**config.mk**
```make
export PLATFORM = sky130hd
export DESIGN_NAME = ring_decoder_flat
export DESIGN_NICKNAME = d
export VERILOG_FILES = /design/src/rtl/ring_pkg.sv /design/src/rtl/ring_decoder_if.sv /design/src/rtl/ring_onehot_enc.sv /design/src/rtl/ring_decoder.sv /design/src/flat_wrapper.sv
export SDC_FILE = /design/constraint.sdc
export NUM_CORES = 1
export LEC_CHECK = 0
export ABC_CLOCK_PERIOD_IN_PS = 3100
export CORE_ASPECT_RATIO = 0.5
export CORE_MARGIN = 3
export CORE_UTILIZATION = 45
export CTS_BUF_LIST = sky130_fd_sc_hd__clkbuf_8
export DETAILED_ROUTE_END_ITERATION = 8
export PLACE_DENSITY = 0.78
export SETUP_SLACK_MARGIN = 0.5
export SLEW_MARGIN = 20
export SYNTH_ARGS = -nofsm -noshare
export SYNTH_HDL_FRONTEND = slang
export SYNTH_SLANG_ARGS = --single-unit
```
**constraint.sdc**
```tcl
create_clock -name clk -period 3.1 [get_ports clk]
set_clock_uncertainty 0.1 [all_clocks]
set_input_delay 0.465 -clock clk [delete_from_list [all_inputs] [get_ports clk]]
set_output_delay 0.465 -clock clk [all_outputs]
set_load 0.05 [all_outputs]
```
**src/rtl/ring_pkg.sv**
```systemverilog
// Shared types and helpers for ring-counter consumers: FSM state enum,
// ring reset pattern and a width-generic rotate-left.
package ring_pkg;

   localparam int unsigned RING_MAX_W = 64;

   // Ring reset pattern: only bit 0 set; consumers truncate to their width.
   localparam logic [RING_MAX_W-1:0] RING_RST_PAT = RING_MAX_W'(1);

   typedef enum logic [1:0] {
      UNLOCKED = 2'd0,
      ACQ      = 2'd1,
      LOCKED   = 2'd2
   } ring_state_e;

   // Rotate-left of the low w bits of v (v is expected to be zero above bit w-1).
   function automatic logic [RING_MAX_W-1:0] ring_rotl(input logic [RING_MAX_W-1:0] v,
                                                       input int unsigned          w);
      logic [RING_MAX_W-1:0] mask;
      mask = (RING_MAX_W'(1) << w) - RING_MAX_W'(1);
      return ((v << 1) | (v >> (w - 1))) & mask;
   endfunction

endpackage

```
**src/rtl/ring_decoder_if.sv**
```systemverilog
// Sample/status bundle between a ring source (master) and ring_decoder (slave).
interface ring_decoder_if #(
   parameter int unsigned WIDTH = 4,
   parameter int unsigned ERRW  = 8
);
   localparam int unsigned IDXW = $clog2(WIDTH);

   logic             en;
   logic [WIDTH-1:0] ring_in;
   logic [IDXW-1:0]  index;
   logic             onehot_ok;
   logic             locked;
   logic             seq_err;
   logic             wrap_pulse;
   logic [ERRW-1:0]  err_count;

   modport master (
      output en, ring_in,
      input  index, onehot_ok, locked, seq_err, wrap_pulse, err_count
   );

   modport slave (
      input  en, ring_in,
      output index, onehot_ok, locked, seq_err, wrap_pulse, err_count
   );

endinterface

```
**src/rtl/ring_onehot_enc.sv**
```systemverilog
// One-hot to binary encoder with a legality flag (exactly one bit set).
module ring_onehot_enc #(
   parameter int unsigned WIDTH = 4,
   localparam int unsigned IDXW = $clog2(WIDTH)
) (
   input  logic [WIDTH-1:0] ring_i,
   output logic [IDXW-1:0]  index_c_o,
   output logic             legal_c_o
);

   always_comb begin
      index_c_o = '0;
      for (int unsigned i = 0; i < WIDTH; i++) begin
         if (ring_i[i]) index_c_o = index_c_o | IDXW'(i);
      end
      legal_c_o = (ring_i != '0) && ((ring_i & (ring_i - WIDTH'(1))) == '0);
   end

endmodule

```
**src/rtl/ring_decoder.sv**
```systemverilog
// Ring phase decoder and health monitor: lock acquisition, sequence checking
// and a saturating error count. Optional macro RING_DECODER_RESYNC_EN.
module ring_decoder
   import ring_pkg::*;
#(
   parameter int unsigned WIDTH  = 4,
   parameter int unsigned LOCK_N = 2,
   parameter int unsigned ERRW   = 8
) (
   input logic           clk,
   input logic           rst,
   ring_decoder_if.slave bus
);

   localparam int unsigned IDXW = $clog2(WIDTH);
   localparam int unsigned CNTW = $clog2(LOCK_N + 1);
   localparam logic [ERRW-1:0] ERR_MAX = '1;

   ring_state_e      state_q, state_d;
   logic [WIDTH-1:0] prev_q, prev_d;
   logic [CNTW-1:0]  good_cnt_q, good_cnt_d;
   logic [IDXW-1:0]  index_q, index_d;
   logic             onehot_ok_q, onehot_ok_d;
   logic             locked_q, locked_d;
   logic             seq_err_q, seq_err_d;
   logic             wrap_q, wrap_d;
   logic [ERRW-1:0]  err_cnt_q, err_cnt_d;

   logic [IDXW-1:0]  enc_idx_c;
   logic             enc_legal_c;
   logic [WIDTH-1:0] expected_c;
   logic             match_c;
   logic [CNTW-1:0]  good_inc_c;

   ring_onehot_enc #(.WIDTH(WIDTH)) u_enc (
      .ring_i    (bus.ring_in),
      .index_c_o (enc_idx_c),
      .legal_c_o (enc_legal_c)
   );

   assign expected_c = WIDTH'(ring_rotl(RING_MAX_W'(prev_q), WIDTH));
   assign match_c    = (bus.ring_in == expected_c);
   assign good_inc_c = good_cnt_q + CNTW'(1);

   // Next-state and output decode; nothing moves unless en is high.
   always_comb begin
      state_d     = state_q;
      prev_d      = prev_q;
      good_cnt_d  = good_cnt_q;
      index_d     = index_q;
      onehot_ok_d = onehot_ok_q;
      seq_err_d   = 1'b0;
      wrap_d      = 1'b0;
      err_cnt_d   = err_cnt_q;

      if (bus.en) begin
         onehot_ok_d = enc_legal_c;
         if (enc_legal_c) index_d = enc_idx_c;

         unique case (state_q)
            UNLOCKED: begin
               if (enc_legal_c) begin
                  prev_d     = bus.ring_in;
                  good_cnt_d = '0;
                  state_d    = ACQ;
               end
            end
            ACQ: begin
               if (!enc_legal_c) begin
                  state_d = UNLOCKED;
               end else if (match_c) begin
                  prev_d     = bus.ring_in;
                  good_cnt_d = good_inc_c;
                  if (good_inc_c == CNTW'(LOCK_N)) state_d = LOCKED;
               end else begin
                  prev_d     = bus.ring_in;
                  good_cnt_d = '0;
               end
            end
            LOCKED: begin
               if (match_c) begin
                  prev_d = bus.ring_in;
                  wrap_d = prev_q[WIDTH-1];
               end
`ifdef RING_DECODER_RESYNC_EN
               else if (bus.ring_in == WIDTH'(RING_RST_PAT)) begin
                  prev_d = bus.ring_in;
               end
`endif
               else begin
                  seq_err_d = 1'b1;
                  state_d   = UNLOCKED;
                  if (err_cnt_q != ERR_MAX) err_cnt_d = err_cnt_q + ERRW'(1);
               end
            end
            default: state_d = UNLOCKED;
         endcase
      end

      locked_d = (state_d == LOCKED);
   end

   always_ff @(posedge clk or negedge rst) begin
      if (!rst) begin
         state_q     <= UNLOCKED;
         prev_q      <= '0;
         good_cnt_q  <= '0;
         index_q     <= '0;
         onehot_ok_q <= 1'b0;
         locked_q    <= 1'b0;
         seq_err_q   <= 1'b0;
         wrap_q      <= 1'b0;
         err_cnt_q   <= '0;
      end else begin
         state_q     <= state_d;
         prev_q      <= prev_d;
         good_cnt_q  <= good_cnt_d;
         index_q     <= index_d;
         onehot_ok_q <= onehot_ok_d;
         locked_q    <= locked_d;
         seq_err_q   <= seq_err_d;
         wrap_q      <= wrap_d;
         err_cnt_q   <= err_cnt_d;
      end
   end

   assign bus.index      = index_q;
   assign bus.onehot_ok  = onehot_ok_q;
   assign bus.locked     = locked_q;
   assign bus.seq_err    = seq_err_q;
   assign bus.wrap_pulse = wrap_q;
   assign bus.err_count  = err_cnt_q;

endmodule

```
**src/flat_wrapper.sv**
```systemverilog
// flat-port wrapper written by rule: the top's interface ports become plain ports
module ring_decoder_flat import ring_pkg::*;
#(
   parameter int unsigned WIDTH  = 4,
   parameter int unsigned LOCK_N = 2,
   parameter int unsigned ERRW   = 8
)
  (clk, rst, bus_en, bus_ring_in, bus_index, bus_onehot_ok, bus_locked, bus_seq_err, bus_wrap_pulse, bus_err_count);
  ring_decoder_if #(.WIDTH(WIDTH), .ERRW(ERRW)) bus_i ();
  input logic clk;
  input logic rst;
  input wire logic [$bits(bus_i.en)-1:0] bus_en;
  input wire logic [$bits(bus_i.ring_in)-1:0] bus_ring_in;
  output wire logic [$bits(bus_i.index)-1:0] bus_index;
  output wire logic [$bits(bus_i.onehot_ok)-1:0] bus_onehot_ok;
  output wire logic [$bits(bus_i.locked)-1:0] bus_locked;
  output wire logic [$bits(bus_i.seq_err)-1:0] bus_seq_err;
  output wire logic [$bits(bus_i.wrap_pulse)-1:0] bus_wrap_pulse;
  output wire logic [$bits(bus_i.err_count)-1:0] bus_err_count;
  assign bus_i.en = bus_en;
  assign bus_i.ring_in = bus_ring_in;
  assign bus_index = bus_i.index;
  assign bus_onehot_ok = bus_i.onehot_ok;
  assign bus_locked = bus_i.locked;
  assign bus_seq_err = bus_i.seq_err;
  assign bus_wrap_pulse = bus_i.wrap_pulse;
  assign bus_err_count = bus_i.err_count;
  ring_decoder #(.WIDTH(WIDTH), .LOCK_N(LOCK_N), .ERRW(ERRW)) u_core (.clk(clk), .rst(rst), .bus(bus_i));
endmodule
```
* Yosys cells after proc, flatten, opt, wreduce, memory -nomap -nowiden *
Index checks and enable logic that the tools add are counted.

storage, ports and cells
  register bits after elaboration = 22
  output and inout port bits = 14
  logic and storage cells = 59
  bits of input ports = 7

cells by class
  multiplexer cells = 23
  bitwise operators = 3
  reduce and logical (&&, ||, !) cells = 11
  equal/unequal tests = 10
  add/sub/neg operators = 3

operators with widths
  operator               number
  $mux W2                11
  $reduce_and A4 Y1      3
  $add A8 B1 Y8 const B  1
  $mux W4                2
  $ne A2 B1 Y1 const B   4
  $ne A8 B8 Y1 const B   1
  $pmux W4 S2            1
  $mux W1                7
  $eq A2 B2 Y1 const B   3
  $pmux W2 S3            1
  $and A4 B4 Y4          1
  $eq A4 B4 Y1           1
  $logic_not A4 Y1       1
  $or A4 B1 Y4           1
  $pmux W2 S2            1
  $reduce_bool A2 Y1     2
  $reduce_bool A4 Y1     1
  $sub A4 B1 Y4 const B  1
  $add A2 B1 Y2 const B  1
  $eq A2 B1 Y1 const B   1
  $logic_not A2 Y1       1
  $reduce_and A2 Y1      1
  $reduce_or A2 Y1       1
  $logic_and A1 B1 Y1    1
  $not A1 Y1             1

* Depth between registers and ports, before layout *
Gate-level depths: netlist of the first run.

  word-level depth = 8
  depth in mapped cells = 6
  gate-level depth less buffers = 5

* Cells and area by module *
A second synthesis of the first run with hierarchy kept.

second synthesis, totals
  cell total of the unflattened synthesis = 105
  area total of the unflattened synthesis = 1146.1 um^2

by module, submodules not included
  module           cells an instance  times used  area each (um^2)  sequential area each (um^2)
  ring_decoder     99                 1           1096.1            550.5
  ring_onehot_enc  6                  1           50.0              0.0

* Worst setup path before layout of the first run *
OpenSTA, ideal clock, no wires.

  kind = in2reg
  start = input port bus_ring_in[0]
  end = register u_core.err_cnt_q[1] (netlist: u_core.bus.err_count[1])
  library setup time = 0.125 ns
  arrival time = 1.740 ns
  setup slack = 1.135 ns
  buffers on the path = 1
  data required time = 2.875 ns
  stages on the path = 5
  cells stage by stage = buf_2 -> xor2_1 -> o41a_4 -> o21a_4 -> mux2_4

on the way
  cells in the longest elaborated chain, start to end = 3

ends and longest elaborated chain
  item                                line                 text
  start, declared                     flat_wrapper.sv:13   input wire logic [$bits(bus_i.ring_in)-1:0] bus_ring_in;
  $eq A4 B4 Y1                        ring_decoder.sv:42   assign match_c = (bus.ring_in == expected_c);
  $not A1 Y1 (no source line)         --
  $reduce_and A4 Y1 (no source line)  --
  end signal, assigned                ring_decoder.sv:123  err_cnt_q <= err_cnt_d;
  end, declared                       ring_decoder.sv:27   logic [ERRW-1:0] err_cnt_q, err_cnt_d;

No other way between the ends.
A chain may end at the register's enable or synchronous reset.

* Worst setup path in the final report of the first run *
  start = input port bus_ring_in[1]
  end = register u_core.err_cnt_q[1] (netlist: u_core.bus.err_count[1])

Same word-level chain as after synthesis.

==> metrics, run 1 <==
Hold Crit Start=u_core.good_cnt_q[1]; Clock Tree Buf Depth=2; Crit Path Max Fanout=9; total of endpoints with negative setup slack in the final report=0; number of cells after detailed placement=155; Crit Path Class=in2reg; via count of the first global-routing pass=748; non-filler cells in the finished layout=158; internal reg-to-reg setup slack=1.28 ns; count of standard-cell rows=12; layout overhead on the synthesized area=21.6%; kind of cell with the highest combined delay on the critical path=compound AO/OA/AOI/OAI gates; reg2reg path depth=4; initial cell density of the core=50.2%; post-synth cell types=38; critical path data required time=3.14 ns; TritonCTS clock tree=yes; total vias in the final route=821; buffers inserted during post-CTS setup optimization=0; sequential standard cell area=551 sq um; number of buffers inserted during clock tree synthesis=3; post-cts gate resize count=0; fin crit share=75.8%; Antenna Cells=0; post-detailed-routing wire length=2030 um; antenna violations before repair=0; Main synth FF type=sky130_fd_sc_hd__dfrtp_1; hold path cells=2; crit-path cells=clkdlybuf4s50_1 -> xor2_2 -> o41a_4 -> o21a_4 -> mux2_4; crit path capture type=flop; area of combinational cells with multiple inputs=564 sq um; clock-pin transition on the worst setup and hold timing paths=0.07 ns; pin count of the biggest net entering global routing=23; Residual DRC=0; end of the worst register-to-register path=u_core.bus.err_count[1]; number of port buffers=20; mean cell area of the mapped netlist=11.3 sq um; time the final worst path needs with I/O delays and setup=2.35 ns; total power divided by cell area=426 nW/um^2; Total Die Area=3300 sq um; synthesized instance count=104; CTS hold repair buffers=0; Antenna Violating Nets Remaining=0; Pleak=0.000637 uW; Vias per Instance=5.20; run status=complete, no violations; I/O pins=21; total number of clock tree sinks=22; H-tree Lvls=1; width of the die=78.3 um; first-pass GRT wire length=3420 um; Critical R2R Launch=u_core.prev_q[0]; Setup TNS=0 ns; HPWL after DPL=1480 um; core region area=2340 sq um; Net Count, Synth=113; nets@finish=134; total number of yosys warnings=0; library cell contributing the largest single delay on the critical path=sky130_fd_sc_hd__clkdlybuf4s50_1; Final Max Tran Viols=0; crit path launch type=primary input; Hold Crit Endpoint=u_core.good_cnt_q[1]; Peak Freq=0.425 GHz; CTS Root Buffer Type=sky130_fd_sc_hd__clkbuf_8; critical path arrival=2.39 ns; setup repair after global routing missed its margin=false; sequential share of the synthesized area=46.8%; clock latency at the later pin of the worst-skew pair=0.26 ns; slew at the pin closest to its max-slew limit=0.496 ns; Max-Cap Viols=0; Final GP Congestion=0.772; Max transition margin=66.8%; Slowest Stage Delay on Critical Path=0.62 ns; aggregate global-route resource usage=13.2%; number of enable flip-flop cells after synthesis=0; chip height=42.2 um; largest vdd supply drop=0.206 mV; post-synthesis sequential element count=22; worst hold path class=reg2reg; fraction of final layout cells sized beyond drive strength 1=13.0%; fill cell total of the finished layout=198; drt wl/cell=12.9 um; proportion of register bits with asynchronous set or reset after synthesis=100%; Bufs and invs on worst path=1; cell area after synthesis=1180 sq um; final hold violation count=0; number of iterations in the first detailed-routing pass=2; GRT overflow=0; DRC violation total after the first TritonRoute iteration=38
-- metrics by stage --
step                setup slack (ns)  total power (uW)  cell area [sq um]  util (%)  hold slack, ns
global route                   0.673               641               1430      61.1           0.422
CTS                            0.770               617               1430      61.1           0.395
global placement               0.522               443               1390      59.3           0.369
floorplan                       1.13               416               1180         -          0.0694
detailed placement             0.491               445               1390      59.3           0.380
finish                         0.749               609               1430      61.1           0.392
-- cell usage in the layout (no fill, tap or decap), types with 2 or more instances in the layout --
master                             n
sky130_fd_sc_hd__a21o_1            2
sky130_fd_sc_hd__a21oi_1           5
sky130_fd_sc_hd__a31oi_1           3
sky130_fd_sc_hd__and3_1            2
sky130_fd_sc_hd__clkbuf_8          3
sky130_fd_sc_hd__clkdlybuf4s50_1  20
sky130_fd_sc_hd__dfrtp_1          22
sky130_fd_sc_hd__ha_1              2
sky130_fd_sc_hd__inv_1             6
sky130_fd_sc_hd__mux2_4            5
sky130_fd_sc_hd__nand2_1           7
sky130_fd_sc_hd__nand3_1           3
sky130_fd_sc_hd__nand4_1           3
sky130_fd_sc_hd__nor2_1            7
sky130_fd_sc_hd__nor3_1            2
sky130_fd_sc_hd__o21ai_0           3
sky130_fd_sc_hd__o31ai_1           2
sky130_fd_sc_hd__xnor2_1           3
sky130_fd_sc_hd__xor2_1            4
sky130_fd_sc_hd__xor2_2            2
-- worst min-delay path: stages (launching register included) --
cell and delay [ns]:
sky130_fd_sc_hd__dfrtp_1 0.34, sky130_fd_sc_hd__nand2_1 0.05, sky130_fd_sc_hd__o31ai_1 0.06
-- metal layers --
metal  global-route usage (%)  part of all wire [%]  vias up
li1                         -                     -      404
met1                     17.9                    50      399
met2                     19.7                    45       13
met3                     4.08                   4.0        5
met4                     5.23                   1.4        0
met5                        0                     0        -
-- cell type report --
type / instances / share of cell area [%]
Sequential cell: 22 / 38.5
Clock buffer: 3 / 2.89
Timing Repair Buffer: 21 / 14.5
Tap cell: 35 / 3.06
Multi-Input combinational cell: 71 / 39.5
Inverter: 6 / 1.57
-- synthesized netlist by cell type (2+ instances only) --
cell	number	share of area, %
sky130_fd_sc_hd__a21o_1	2	1.3
sky130_fd_sc_hd__a21oi_1	5	2.1
sky130_fd_sc_hd__a31oi_1	3	1.6
sky130_fd_sc_hd__and3_1	2	1.1
sky130_fd_sc_hd__buf_6	2	1.9
sky130_fd_sc_hd__dfrtp_1	22	47
sky130_fd_sc_hd__ha_1	2	2.1
sky130_fd_sc_hd__inv_1	6	1.9
sky130_fd_sc_hd__mux2_4	5	6.4
sky130_fd_sc_hd__nand2_1	7	2.2
sky130_fd_sc_hd__nand3_1	3	1.3
sky130_fd_sc_hd__nand4_1	3	1.6
sky130_fd_sc_hd__nor2_1	7	2.2
sky130_fd_sc_hd__nor3_1	2	0.85
sky130_fd_sc_hd__o21ai_0	3	1.3
sky130_fd_sc_hd__o31ai_1	2	1.3
sky130_fd_sc_hd__xnor2_1	3	2.2
sky130_fd_sc_hd__xor2_1	4	3.0
sky130_fd_sc_hd__xor2_2	2	2.8
-- flip-flops by register name, summed over array words and instances, names as in the netlist --
name and flops:
u_core.bus.err_count 8, u_core.bus.index 2, u_core.prev_q 4, u_core.bus.onehot_ok 1
u_core.bus.seq_err 1, u_core.bus.wrap_pulse 1, u_core.good_cnt_q 2, u_core.state_q 2
u_core.bus.locked 1
-- worst max path at each step --
stage | startpoint | endpoint | slack [ns] | depth (start not counted)
2_1_floorplan | bus_ring_in[0] | u_core.bus.err_count[1] | 1.13 | 5
3_3_place_gp | bus_ring_in[1] | u_core.bus.err_count[1] | 0.52 | 5
3_5_place_dp | bus_ring_in[1] | u_core.bus.err_count[1] | 0.49 | 5
4_1_cts | bus_ring_in[1] | u_core.bus.err_count[1] | 0.77 | 5
5_1_grt | bus_ring_in[3] | u_core.prev_q[3] | 0.67 | 6
6_report | bus_ring_in[1] | u_core.bus.err_count[1] | 0.75 | 5
-- power breakdown --
part	switching, uW	internal, uW	leakage [uW]
logic	65.8	51.9	0.000321
registers	16.6	305	0.000295
clock network	82.9	86.6	0.0000216
-- cell families (layout without fill, tap and decap cells) --
kind of cell               Yosys count  count (layout)  share of synthesized area [%]
and+or+nand+nor                     29              29                           13.5
xor gates and xnor gates             9               9                           7.98
AOI/OAI and AO/OA                   25              25                           17.1
adders and majority gates            2               2                           2.13
buffers and inverters               11              30                           5.21
muxes                                6               6                           7.23
DFF                                 22              22                           46.8
Power figures use the tool's default switching activity.
==> run 2: changes to the inputs <==
--- a/config.mk
+++ b/config.mk
@@ -5,13 +5,13 @@
 export SDC_FILE = /design/constraint.sdc
 export NUM_CORES = 1
 export LEC_CHECK = 0
-export ABC_CLOCK_PERIOD_IN_PS = 3100
+export ABC_CLOCK_PERIOD_IN_PS = 1890
 export CORE_ASPECT_RATIO = 0.5
 export CORE_MARGIN = 3
 export CORE_UTILIZATION = 45
 export CTS_BUF_LIST = sky130_fd_sc_hd__clkbuf_8
 export DETAILED_ROUTE_END_ITERATION = 8
-export PLACE_DENSITY = 0.78
+export PLACE_DENSITY = 0.81
 export SETUP_SLACK_MARGIN = 0.5
 export SLEW_MARGIN = 20
 export SYNTH_ARGS = -nofsm -noshare
==> constraint.sdc (replaced) <==
create_clock -name clk -period 1.89 [get_ports clk]
set_clock_uncertainty 0.1 [all_clocks]
set_input_delay 0.2835 -clock clk [delete_from_list [all_inputs] [get_ports clk]]
set_output_delay 0.2835 -clock clk [all_outputs]
set_load 0.05 [all_outputs]
==> metrics, run 2 (synthesis results as in run 1) <==
clock latency at the later pin of the worst-skew pair=0.26 ns; library cell contributing the largest single delay on the critical path=sky130_fd_sc_hd__o41a_4; kind of cell with the highest combined delay on the critical path=compound AO/OA/AOI/OAI gates; Total Die Area=3300 sq um; width of the die=78.3 um; total of endpoints with negative setup slack in the final report=0; initial cell density of the core=50.2%; Residual DRC=0; slew at the pin closest to its max-slew limit=0.289 ns; Max-Cap Viols=0; first-pass GRT wire length=4610 um; total vias in the final route=978; internal reg-to-reg setup slack=0.11 ns; reg2reg path depth=4; GRT overflow=0; post-detailed-routing wire length=3070 um; Vias per Instance=5.34; Pleak=0.000821 uW; critical path arrival=1.83 ns; number of iterations in the first detailed-routing pass=4; area of all placed cells without fillers=1730 sq um; TritonCTS clock tree=yes; leading cell types in the layout, fill and taps excluded=sky130_fd_sc_hd__buf_4 (31), sky130_fd_sc_hd__dfrtp_1 (16), sky130_fd_sc_hd__nor2_1 (6), sky130_fd_sc_hd__dfrtp_2 (6); total power divided by cell area=681 nW/um^2; count of standard-cell rows=12; setup repair after global routing missed its margin=true; Bufs and invs on worst path=0; DRC violation total after the first TritonRoute iteration=34; HPWL after DPL=1830 um; nets@finish=158; run status=complete, no violations; end of the worst register-to-register path=u_core.bus.err_count[1]; Crit Path Class=reg2reg; via count of the first global-routing pass=954; Final Max Tran Viols=0; clock-pin transition on the worst setup and hold timing paths=0.08 ns; Antenna Violating Nets Remaining=0; crit path launch type=flop; Antenna Cells=0; Setup TNS=0 ns; hold_ws=0.262 ns; layout overhead on the synthesized area=46.9%; drt wl/cell=16.8 um; Slowest Stage Delay on Critical Path=0.52 ns; time the final worst path needs with I/O delays and setup=1.78 ns; cell area reported after detailed placement=1490 sq um; worst hold path class=in2async; crit path capture type=flop; flip-flop count of the largest register, all copies and words added=8; pin count of the biggest net entering global routing=23; total number of clock tree sinks=22; Max transition margin=80.8%; number of port buffers=20; core region area=2340 sq um; I/O pins=21; crit-path cells=xor2_2 -> o41a_4 -> o21a_4 -> mux2_4; largest vdd supply drop=0.420 mV; fin crit share=94.0%; antenna violations before repair=0; Layout Utilization=73.8%; fraction of final layout cells sized beyond drive strength 1=52.7%; final hold violation count=0; Crit Path Max Fanout=6; CTS hold repair buffers=0; fill cell total of the finished layout=156; critical path data required time=1.95 ns; commonest non-fill, non-tap cell in the layout=sky130_fd_sc_hd__buf_4; Peak Freq=0.563 GHz; chip height=42.2 um; Clock Tree Buf Depth=2; total power after layout=1180 uW; CTS Root Buffer Type=sky130_fd_sc_hd__clkbuf_8; number of buffers inserted during clock tree synthesis=3; Final GP Congestion=0.777; Critical R2R Launch=u_core.prev_q[2]; H-tree Lvls=1; aggregate global-route resource usage=18.0%
-- run 2: cell types whose count changed in the layout (fill, tap and decap cells not counted), moves of 3 or more --
cell / change
sky130_fd_sc_hd__buf_4: +30
sky130_fd_sc_hd__dfrtp_2: +6
sky130_fd_sc_hd__dfrtp_1: -6
sky130_fd_sc_hd__xor2_1: -3
sky130_fd_sc_hd__buf_6: +5
sky130_fd_sc_hd__clkdlybuf4s50_1: -19
sky130_fd_sc_hd__clkdlybuf4s15_2: +4
-- run 2: area by class of cell --
cell class                 instances  area [sq um]  area share [%]
sequential                        22           558            32.3
clock buffer                       4          55.1            3.19
timing repair buffer              45           382            22.1
inverter                           6          22.5            1.30
multi-input combinational         71           667            38.6
tap                               35          43.8            2.53
-- run 2: per-layer routing --
layer / up-vias / global-route usage (%) / part of all wire (%)
met5: - / 0 / 0
li1: 452 / - / -
met2: 25 / 30.8 / 52
met3: 4 / 4.51 / 4.0
met1: 497 / 21.8 / 43
met4: 0 / 7.32 / 1.1
-- run 2: through the flow --
| step | cells | setup WS (ns) |
|---|---|---|
| final | 183 | 0.113 |
| after global routing | 183 | 0.0816 |
| after CTS | 181 | 0.120 |
| after detailed placement | 170 | -0.409 |
| after global placement | 170 | -0.394 |
| after floorplan | 104 | 0.125 |
-- run 2: how the worst max path moves through the flow --
stage | start | end | slack, ns | cells past startpoint
after global placement | bus_ring_in[1] | u_core.bus.err_count[1] | -0.39 | 5
after floorplan | bus_ring_in[1] | u_core.bus.err_count[1] | 0.12 | 5
after detailed placement | bus_ring_in[2] | u_core.prev_q[1] | -0.41 | 6
after global routing | u_core.prev_q[2] | u_core.prev_q[1] | 0.08 | 6
final | u_core.prev_q[2] | u_core.bus.err_count[1] | 0.11 | 4
after CTS | u_core.prev_q[2] | u_core.prev_q[1] | 0.12 | 6
-- run 2: report_power, final --
group | internal, uW | leakage [uW] | switching, uW
clock network | 186 | 0.0000288 | 157
logic | 142 | 0.000507 | 149
registers | 501 | 0.000285 | 41.0
total | 829 | 0.000821 | 347
-- run 2: repair_timing --
action / 4_1_cts / 5_1_grt
gates resized for setup: 35 / 11
pin swaps: 11 / 8
setup buffers: 7 / 2
endpoints found under the setup margin: 26 / 19
==> run 3: changes to the inputs <==
--- a/config.mk
+++ b/config.mk
@@ -13,7 +13,6 @@
 export DETAILED_ROUTE_END_ITERATION = 8
 export PLACE_DENSITY = 0.81
 export SETUP_SLACK_MARGIN = 0.5
-export SLEW_MARGIN = 20
 export SYNTH_ARGS = -nofsm -noshare
 export SYNTH_HDL_FRONTEND = slang
 export SYNTH_SLANG_ARGS = --single-unit
==> results of run 3 <==
No change in the layout: final DEF, timing and power equal those of run 2.
